File: src/rtl/arm_bus_pkg.sv
// Shared types and constants for the ARM926 CS5 bus sequencer.
// Holds the FSM state encoding, error bit positions and defaults.
package arm_bus_pkg;

    typedef enum logic [2:0] {
        IDLE,
        WRITE,
        READ,
        RDWAIT,
        ACK,
        RELEASE
    } state_t;

    localparam int ERR_W           = 2;
    localparam int ERR_TIMEOUT     = 0;
    localparam int ERR_BOTH        = 1;
    localparam int BE_W            = 4;
    localparam int CNT_W           = 8;
    localparam int ACK_TIMEOUT_DEF = 255;

endpackage

File: src/rtl/sync_bit.sv
// Single-bit multi-flop synchronizer for asynchronous ARM strobes.
// Reset value is a parameter so each strobe resets to its inactive level.
module sync_bit #(
    parameter int   STAGES  = 2,
    parameter logic RST_VAL = 1'b0
) (
    input  logic clk,
    input  logic rst_n,
    input  logic i_d,
    output logic o_q
);

    logic [STAGES-1:0] r_sync;

    // Shift the raw input through the synchronizer chain
    always_ff @(posedge clk or negedge rst_n) begin
        if (!rst_n) begin
            r_sync <= {STAGES{RST_VAL}};
        end else begin
            r_sync <= {r_sync[STAGES-2:0], i_d};
        end
    end

    assign o_q = r_sync[STAGES-1];

endmodule

File: src/rtl/arm_bus_ctrl.sv
// ARM926 CS5 strobe sequencer: synchronizes strobes and issues exactly
// one register-file access per ARM cycle, then holds DTACK until release.
module arm_bus_ctrl
    import arm_bus_pkg::*;
#(
    parameter int ADDR_W      = 24,
    parameter int DATA_W      = 32,
    parameter int SYNC_STAGES = 2,
    parameter int ACK_TIMEOUT = ACK_TIMEOUT_DEF
) (
    input  logic              clk,
    input  logic              rst_n,
    input  logic              i_as,
    input  logic              i_ws_n,
    input  logic              i_rs_n,
    input  logic [BE_W-1:0]   i_be_n,
    input  logic [ADDR_W-1:0] i_address,
    input  logic [DATA_W-1:0] i_data_in,
    input  logic [DATA_W-1:0] i_rf_rdata,
    input  logic              i_err_clr,
    output logic [ADDR_W-1:0] o_rf_addr,
    output logic [DATA_W-1:0] o_rf_wdata,
    output logic [BE_W-1:0]   o_rf_be,
    output logic              o_rf_we,
    output logic              o_rf_re,
    output logic [DATA_W-1:0] o_data_out,
    output logic              o_data_oe,
    output logic              o_dtack_n,
    output logic              o_busy,
    output logic [ERR_W-1:0]  o_err
);

    // Last ACK cycle index before the access is aborted
    localparam logic [CNT_W-1:0] LP_TO_LAST = CNT_W'(ACK_TIMEOUT - 1);

    logic w_as_s;
    logic w_ws_s;
    logic w_rs_s;
    logic w_start_wr;
    logic w_start_rd;
    logic w_start_both;
    logic w_strb_rel;
    logic w_rel;

    state_t            r_state;
    logic              r_is_rd;
    logic              r_both;
    logic [CNT_W-1:0]  r_cnt;
    logic [ADDR_W-1:0] r_rf_addr;
    logic [DATA_W-1:0] r_rf_wdata;
    logic [BE_W-1:0]   r_rf_be;
    logic              r_rf_we;
    logic              r_rf_re;
    logic [DATA_W-1:0] r_data_out;
    logic              r_data_oe;
    logic              r_dtack_n;
    logic              r_busy;
    logic [ERR_W-1:0]  r_err;

    sync_bit #(
        .STAGES  (SYNC_STAGES),
        .RST_VAL (1'b0)
    ) u_sync_as (
        .clk   (clk),
        .rst_n (rst_n),
        .i_d   (i_as),
        .o_q   (w_as_s)
    );

    sync_bit #(
        .STAGES  (SYNC_STAGES),
        .RST_VAL (1'b1)
    ) u_sync_ws (
        .clk   (clk),
        .rst_n (rst_n),
        .i_d   (i_ws_n),
        .o_q   (w_ws_s)
    );

    sync_bit #(
        .STAGES  (SYNC_STAGES),
        .RST_VAL (1'b1)
    ) u_sync_rs (
        .clk   (clk),
        .rst_n (rst_n),
        .i_d   (i_rs_n),
        .o_q   (w_rs_s)
    );

    assign w_start_wr   = w_as_s & ~w_ws_s &  w_rs_s;
    assign w_start_rd   = w_as_s &  w_ws_s & ~w_rs_s;
    assign w_start_both = w_as_s & ~w_ws_s & ~w_rs_s;

    // Strobe release: address strobe gone or the strobe that started us is high
    always_comb begin
        w_strb_rel = w_ws_s;
        if (r_both) begin
            w_strb_rel = w_ws_s & w_rs_s;
        end else if (r_is_rd) begin
            w_strb_rel = w_rs_s;
        end
        w_rel = ~w_as_s | w_strb_rel;
    end

    // Access sequencer with registered bus and register-file outputs
    always_ff @(posedge clk or negedge rst_n) begin
        if (!rst_n) begin
            r_state    <= IDLE;
            r_is_rd    <= 1'b0;
            r_both     <= 1'b0;
            r_cnt      <= '0;
            r_rf_addr  <= '0;
            r_rf_wdata <= '0;
            r_rf_be    <= '0;
            r_rf_we    <= 1'b0;
            r_rf_re    <= 1'b0;
            r_data_out <= '0;
            r_data_oe  <= 1'b0;
            r_dtack_n  <= 1'b1;
            r_busy     <= 1'b0;
            r_err      <= '0;
        end else begin
            r_rf_we <= 1'b0;
            r_rf_re <= 1'b0;
            if (i_err_clr) begin
                r_err <= '0;
            end
            unique case (r_state)
                IDLE: begin
                    if (w_start_wr) begin
                        r_rf_addr  <= i_address;
                        r_rf_wdata <= i_data_in;
                        r_rf_be    <= ~i_be_n;
                        r_is_rd    <= 1'b0;
                        r_both     <= 1'b0;
                        r_rf_we    <= 1'b1;
                        r_busy     <= 1'b1;
                        r_state    <= WRITE;
                    end else if (w_start_rd) begin
                        r_rf_addr  <= i_address;
                        r_rf_wdata <= i_data_in;
                        r_rf_be    <= ~i_be_n;
                        r_is_rd    <= 1'b1;
                        r_both     <= 1'b0;
                        r_rf_re    <= 1'b1;
                        r_data_oe  <= 1'b1;
                        r_busy     <= 1'b1;
                        r_state    <= READ;
                    end else if (w_start_both) begin
                        r_is_rd         <= 1'b0;
                        r_both          <= 1'b1;
                        r_err[ERR_BOTH] <= 1'b1;
                        r_busy          <= 1'b1;
                        r_state         <= RELEASE;
                    end
                end
                WRITE: begin
                    r_dtack_n <= 1'b0;
                    r_cnt     <= '0;
                    r_state   <= ACK;
                end
                READ: begin
                    r_state <= RDWAIT;
                end
                RDWAIT: begin
                    r_data_out <= i_rf_rdata;
                    r_dtack_n  <= 1'b0;
                    r_cnt      <= '0;
                    r_state    <= ACK;
                end
                ACK: begin
                    if (w_rel) begin
                        r_dtack_n <= 1'b1;
                        r_data_oe <= 1'b0;
                        r_busy    <= 1'b0;
                        r_state   <= IDLE;
                    end else if (r_cnt >= LP_TO_LAST) begin
                        r_err[ERR_TIMEOUT] <= 1'b1;
                        r_dtack_n          <= 1'b1;
                        r_state            <= RELEASE;
                    end else if (r_cnt != '1) begin
                        r_cnt <= r_cnt + 1'b1;
                    end
                end
                RELEASE: begin
                    if (w_rel) begin
                        r_data_oe <= 1'b0;
                        r_busy    <= 1'b0;
                        r_state   <= IDLE;
                    end
                end
                default: begin
                    r_dtack_n <= 1'b1;
                    r_data_oe <= 1'b0;
                    r_busy    <= 1'b0;
                    r_state   <= IDLE;
                end
            endcase
        end
    end

    assign o_rf_addr  = r_rf_addr;
    assign o_rf_wdata = r_rf_wdata;
    assign o_rf_be    = r_rf_be;
    assign o_rf_we    = r_rf_we;
    assign o_rf_re    = r_rf_re;
    assign o_data_out = r_data_out;
    assign o_data_oe  = r_data_oe;
    assign o_dtack_n  = r_dtack_n;
    assign o_busy     = r_busy;
    assign o_err      = r_err;

endmodule

File: config.mk
export PLATFORM = sky130hd
export DESIGN_NAME = arm_bus_ctrl
export DESIGN_NICKNAME = d
export VERILOG_FILES = /design/src/rtl/arm_bus_pkg.sv /design/src/rtl/sync_bit.sv /design/src/rtl/arm_bus_ctrl.sv
export SDC_FILE = /design/constraint.sdc
export NUM_CORES = 1
export LEC_CHECK = 0
export ABC_AREA = 1
export CELL_PAD_IN_SITES_DETAIL_PLACEMENT = 1
export CELL_PAD_IN_SITES_GLOBAL_PLACEMENT = 1
export CORE_UTILIZATION = 28
export DETAILED_ROUTE_END_ITERATION = 10
export GPL_TIMING_DRIVEN = 0
export PLACE_DENSITY = 0.81
export RECOVER_POWER = 100
export SYNTH_ARGS = -nofsm -noshare
export SYNTH_HDL_FRONTEND = slang
export SYNTH_SLANG_ARGS = --single-unit
File: constraint.sdc
create_clock -name clk -period 1.5 [get_ports clk]
set_input_delay 0.225 -clock clk [delete_from_list [all_inputs] [get_ports clk]]
set_output_delay 0.225 -clock clk [all_outputs]
set_load 0.01 [all_outputs]
==> metrics.cfg, run 1 <==
[global_routing]
grtUsageMet2 = 0.316
met3_usage = 0.0673
grt_antenna_before_repair = 2
gr-max-usage-layer = met2
overflow = 0
grt_util_met1 = 0.185
grt_usage = 0.174
grt_max_degree = 62
grt_pass1_wl_mm = 23.7
grt_pass1_vias = 4670

[setup_path]
crit_start = r_state[1]$_DFFE_PN0P_
worst_ep_required_time_ns = 1.79
path_class = register to register
reg2reg_to = o_rf_wdata[22]$_DFFE_PN0P_
crit_arrival_ns = 1.83
endpoint_kind = register
r2r_cells = 9
cp-start-kind = register
reg2reg_slack_ns = -0.04
reg2reg_from = r_state[1]$_DFFE_PN0P_
path_max_fanout = 10

[yosys]
yosysWarnings = 0
ys_top_cells_by_area = dfrtp_1, nand2_1, mux2_2
syn_nets = 590
synth.yosys.seq_area_share = 0.624
ys_ff_latch = 118
synth_area_sq_um = 4740
netlist_instances = 490
synth_top_cell_by_area = dfrtp_1
syn_avg_cell_area_sq_um = 9.67
ys_types = 23
netlist.area_leader.share = 0.597

[layout]
finalInstanceArea_sq_um = 7760
final_common_cell = nand2_1
nFillCells = 1892
final_cell_mix = nand2_1, dfrtp_1, dlygate4sd2_1, clkdlybuf4s50_1, mux2_2
finalNonFillerCells = 955
syn_to_final_growth_pct = 63.8
drive_gt1_frac = 0.169
nNetsFinal = 820
multi_input_area_sq_um = 1670
ff_latch_area_sq_um = 2960

[route]
vias = 4195
drt-initial-drc-count = 104
drc = 0
routed_wl_mm = 14.7
wl_per_cell_um = 15.4
ant_nets = 0
via_per_inst = 4.39
drt_pass1_iterations = 4

[sta]
slew_headroom = 0.405
tightestPinTransition_ns = 0.893
finalCritPeriodShare = 1.03
hold_viol_final = 0
finalCriticalPeriod_ns = 1.54
fmax_mhz = 648
finalClockSkew_ns = 0.0179
hold_slack_ns = 0.349
setup_violations = 50
rsz0062_at_grt = yes
fin_ws_ns = -0.0437
slew_violations = 0

[outcome]
violations = setup timing
status = finished, violations left

[placement]
finalWeightedCongestion = 0.755
place_area_sq_um = 7010
dp_hpwl_mm = 10.7
buffer_ports.inserted = 196
dp.cells = 907

[clocking]
clk_pin_slew_ns = 0.06
clock_path_buffers = 2
cts_sinks = 118
cts_made_buffers = 17
ctsRootBufferMaster = clkbuf_16
cts_tree = done
clkLatencyLatePin_ns = 0.41
htreeDepth = 4

[floorplan]
core_area_sq_um = 16600
initial_core_util = 0.286
die_y_um = 132
die_w_um = 132
die_area_sq_um = 17500
num_rows = 47
pin_count = 197

[worst_hold_path]
min_from = u_sync_as.r_sync[0]$_DFF_PN0_
hold_depth = 0
hold_path_class = register to register
min_to = u_sync_as.r_sync[1]$_DFF_PN0_

[power]
p_leak_nw = 3.85
p_per_area_nw_per_um2 = 1980
vdd_drop_max_mv = 0.779

[flow_run]
max_cap_violations = 0

## cell families after synthesis
group,after synthesis,synth area share
fa+ha+maj,2,0.00528
flops,118,0.624
compound gates,12,0.0156
xor+xnor,3,0.00554
mux,32,0.0760
simple gates,285,0.234
buf+inv,38,0.0388
## Yosys cell counts (all sizes together)
library cell and instances:
nand2 244, dfrtp 113, mux2 32, nor2 24
inv 23, buf 15, nand3 14, o21ai 8
dfstp 5, a21oi 3, xnor2 3, ha 2
nor3 2, nor3b 1, o211ai 1
## routing by layer
layer	vias to the layer above	routed length, um
met4	0	192
li1	1988	-
met5	-	0
met3	14	978
met2	116	7920
met1	2077	5590
## state kept, by name, indices dropped and copies added (netlist names)
signal,count
o_data_out,32
o_rf_wdata,32
o_rf_addr,24
r_cnt,8
o_rf_be,4
r_state,3
o_err,2
u_sync_as.r_sync,2
u_sync_rs.r_sync,2
u_sync_ws.r_sync,2
o_busy,1
o_data_oe,1
o_dtack_n,1
o_rf_re,1
o_rf_we,1
r_both,1
r_is_rd,1
## stage by stage
step	util	setup WS (ns)	TNS, ns	total power [mW]
after floorplan	-	0.125	0	7.85
after global placement	0.421	-4.34	-515.56	11.2
after detailed placement	0.422	-0.231	-16.35	11.6
after CTS	0.459	-0.127	-5.74	15.3
after global routing	0.468	-0.157	-8.60	16.3
final	0.468	-0.0437	-1.28	15.4
## what timing repair did
action	CTS	global route
pin swaps	1	3
buffers inserted	1	12
resized for setup	117	25
setup endpoints to repair	198	105
cloned	0	0
hold buffers	1	0
hold endpoints to repair	55	0
## where the power goes
part,total [mW],internal (mW),switching (mW)
Sequential,5.35,4.58,0.773
Combinational,5.61,2.65,2.96
Clock,4.39,2.91,1.48
## layout make-up
type                            instances  area share
Sequential cell                       118       0.382
Timing Repair Buffer                  211       0.254
Multi-Input combinational cell        334       0.215
Clock buffer                           21      0.0606
Inverter                               23      0.0114
Tap cell                              220      0.0355
Antenna cell                            2    0.000645
Clock inverter                         11      0.0222
Buffer                                 15      0.0189
## critical path: stages (launching register included)
cell and delay (ns):
dfrtp_2 0.44, inv_2 0.09, nand2_4 0.07, nor2_4 0.12, inv_2 0.08, a21oi_4 0.20
inv_4 0.11, buf_4 0.19, nand2_1 0.07, nand2_1 0.05
## how the worst max path moves through the flow
stage / end / slack [ns]
2_1_floorplan: o_rf_addr[23]$_DFFE_PN0P_ / 0.12
3_3_place_gp: o_rf_addr[10]$_DFFE_PN0P_ / -4.34
3_5_place_dp: o_rf_addr[4]$_DFFE_PN0P_ / -0.23
4_1_cts: r_cnt[5]$_DFFE_PN0P_ / -0.13
5_1_grt: o_rf_addr[15]$_DFFE_PN0P_ / -0.16
6_report: o_rf_wdata[22]$_DFFE_PN0P_ / -0.04
Note: power is estimated with default switching activity, not from simulation.
==> run 2: changes to the inputs <==
--- a/config.mk
+++ b/config.mk
@@ -9,6 +9,7 @@
 export CELL_PAD_IN_SITES_DETAIL_PLACEMENT = 1
 export CELL_PAD_IN_SITES_GLOBAL_PLACEMENT = 1
 export CORE_UTILIZATION = 28
+export CTS_CLUSTER_SIZE = 20
 export DETAILED_ROUTE_END_ITERATION = 10
 export GPL_TIMING_DRIVEN = 0
 export PLACE_DENSITY = 0.81
==> results of run 2 <==
No change in the layout: final DEF, timing and power equal those of run 1.
==> run 3: changes to the inputs <==
--- a/config.mk
+++ b/config.mk
@@ -11,7 +11,6 @@
 export CORE_UTILIZATION = 28
 export CTS_CLUSTER_SIZE = 20
 export DETAILED_ROUTE_END_ITERATION = 10
-export GPL_TIMING_DRIVEN = 0
 export PLACE_DENSITY = 0.81
 export RECOVER_POWER = 100
 export SYNTH_ARGS = -nofsm -noshare
==> run 3 against run 2 <==
  * The run now ends clean
  * Largest cell class unchanged
  * Clock power down 4%
  * Critical path type unchanged
  * Sequential power about the same
  * Utilization up 2.0 points
  * Non-clock buffer count up 7
  * Sequential cell count unchanged
  * Critical path depth down 2
==> metrics.cfg, run 3 (same netlist as run 1, synthesis figures left out) <==
[outcome]
status = completed  ; was finished, violations left

[layout]
diodes = 0  ; was 2
ff_latch_area_sq_um = 2960  ; about the same
syn_to_final_growth_pct = 70.8  ; was 63.8%
multi_input_area_sq_um = 1820  ; was 1670 sq um
drive_gt1_frac = 0.246  ; was 0.169
nFillCells = 1874  ; was 1892
final_cell_mix = nand2_1, dfrtp_1, dlygate4sd2_1, clkdlybuf4s50_1, nand2_2  ; was nand2_1, dfrtp_1, dlygate4sd2_1, clkdlybuf4s50_1, mux2_2
final_common_cell = nand2_1  ; unchanged
nNetsFinal = 827  ; was 820

[placement]
finalWeightedCongestion = 0.771  ; was 0.755
dp_hpwl_mm = 10.4  ; was 10.7 mm
buffer_ports.inserted = 196  ; unchanged

[setup_path]
cp-start-kind = register  ; unchanged
r2r_cells = 7  ; was 9
crit_arrival_ns = 1.83  ; about the same
critPathSlowestCell = dfstp_2  ; was dfrtp_2
worst_ep_required_time_ns = 1.84  ; was 1.79 ns
reg2reg_to = o_rf_wdata[18]$_DFFE_PN0P_  ; was o_rf_wdata[22]$_DFFE_PN0P_
path_common_cell = nand2_2
path_class = register to register  ; unchanged
endpoint_kind = register  ; unchanged
crit_family = simple AND/OR/NAND/NOR gates  ; was buffers and inverters
cp_slowest_stage_delay_ns = 0.38  ; was 0.44 ns
path_max_fanout = 7  ; was 10
crit_buf_inv = 2  ; was 4
reg2reg_from = u_sync_rs.r_sync[1]$_DFF_PN1_  ; was r_state[1]$_DFFE_PN0P_
path_cells = nor2_2 -> nand2_2 -> a21oi_4 -> buf_6 -> clkbuf_16 -> nand2_2 -> nand2_1  ; was inv_2 -> nand2_4 -> nor2_4 -> inv_2 -> a21oi_4 -> inv_4 -> buf_4 -> nand2_1 -> nand2_1
reg2reg_slack_ns = 0.01  ; was -0.04 ns

[worst_hold_path]
hold_path_class = register to register  ; unchanged
min_to = u_sync_as.r_sync[1]$_DFF_PN0_  ; unchanged
hold_depth = 0  ; unchanged
min_from = u_sync_as.r_sync[0]$_DFF_PN0_  ; unchanged

[route]
routed_wl_mm = 16.2  ; was 14.7 mm
vias = 4309  ; was 4195
via_per_inst = 4.49  ; was 4.39
drt_pass1_iterations = 3  ; was 4
drt-initial-drc-count = 130  ; was 104
ant_nets = 0  ; unchanged
wl_per_cell_um = 16.9  ; was 15.4 um
drc = 0  ; unchanged

[clocking]
ctsRootBufferMaster = clkbuf_16  ; unchanged
cts_sinks = 118  ; unchanged
htreeDepth = 4  ; unchanged
clkLatencyLatePin_ns = 0.41  ; about the same
cts_made_buffers = 17  ; unchanged
clock_path_buffers = 2  ; unchanged
cts_tree = done  ; unchanged
clk_pin_slew_ns = 0.06  ; about the same

[sta]
rsz0062_at_grt = yes  ; unchanged
finalCritPeriodShare = 0.991  ; was 1.03
tightestPinTransition_ns = 0.811  ; was 0.893 ns
slew_headroom = 0.459  ; was 0.405
finalClockSkew_ns = 0.0111  ; was 0.0179 ns
setup_tns_ns = 0  ; was -1.28 ns
setup_violations = 0  ; was 50
hold_viol_final = 0  ; unchanged
slew_violations = 0  ; unchanged
finalCriticalPeriod_ns = 1.49  ; was 1.54 ns
fmax_mhz = 673  ; was 648 MHz

[power]
p_leak_nw = 4.00  ; was 3.85 nW
p_per_area_nw_per_um2 = 1960  ; was 1980 nW/um^2
vdd_drop_max_mv = 0.944  ; was 0.779 mV
power.total_mw = 15.8  ; was 15.4 mW

[floorplan]
initial_core_util = 0.286  ; unchanged
core_area_sq_um = 16600  ; unchanged
die_area_sq_um = 17500  ; unchanged
num_rows = 47  ; unchanged
die_y_um = 132  ; unchanged
die_w_um = 132  ; unchanged
pin_count = 197  ; unchanged

[global_routing]
grt_pass1_wl_mm = 25.0  ; was 23.7 mm
grt_max_degree = 66  ; was 62
grt_usage = 0.182  ; was 0.174
overflow = 0  ; unchanged
grt_antenna_before_repair = 0  ; was 2
grt_pass1_vias = 4856  ; was 4670

[flow_run]
max_cap_violations = 0  ; unchanged

## run 3: changes by cell type in the layout (fill, tap and decap cells not counted), sizes merged, moves of 2 or more
cell / change
clkbuf: +9
clkinvlp: -2
diode: -2
dlygate4sd2: -2
## run 3: how the worst max path moves through the flow
stage,start,to,depth (start not counted)
2_1_floorplan,r_state[1]$_DFFE_PN0P_,o_rf_addr[23]$_DFFE_PN0P_,9
3_3_place_gp,r_state[0]$_DFFE_PN0P_,o_rf_addr[23]$_DFFE_PN0P_,8
3_5_place_dp,r_state[0]$_DFFE_PN0P_,o_rf_wdata[1]$_DFFE_PN0P_,8
4_1_cts,o_rf_we$_DFF_PN0_,o_rf_we,1
5_1_grt,r_state[0]$_DFFE_PN0P_,o_rf_addr[10]$_DFFE_PN0P_,9
6_report,u_sync_rs.r_sync[1]$_DFF_PN1_,o_rf_wdata[18]$_DFFE_PN0P_,7
## run 3: power breakdown
group | switching [mW] | internal, mW
registers | 0.800 | 4.58
clock network | 1.40 | 2.83
logic | 3.20 | 3.04
total | 5.40 | 10.4
## run 3: per-layer routing
layer  wire, um  vias up  global-route usage
met2       8580      122               0.325
met4        335        0              0.0665
met5          0        -                   0
met1       6460     2157               0.208
li1           -     2005                   -
met3        807       25              0.0477
## run 3: what timing repair did
| action | 4_1_cts | 5_1_grt |
|---|---|---|
| hold buffers | 1 | 0 |
| buffers inserted | 6 | 5 |
| cloned | 2 | 6 |
| pin swaps | 2 | 27 |
| endpoints found under the hold margin | 70 | 0 |
| setup endpoints to repair | 199 | 103 |
| gates resized for setup | 110 | 79 |
## run 3: cell type report
type	instances	area share
Clock buffer	24	0.0620
Multi-Input combinational cell	334	0.225
Inverter	23	0.0113
Timing Repair Buffer	233	0.287
Sequential cell	118	0.366
Clock inverter	8	0.0148
Tap cell	220	0.0340
## run 3: stage by stage
step                      setup WS [ns]  area (sq um)  hold WS, ns  instances  utilization
after floorplan                   0.125          4740      -0.0706        490            -
after global placement           0.0421          7080       0.0912        908        0.427
after detailed placement        -0.0563          7080       0.0905        908        0.427
after CTS                    0.00000655          7730        0.213        949        0.466
after global routing            -0.0573          8100        0.353        960        0.488
final                            0.0133          8100        0.346        960        0.488
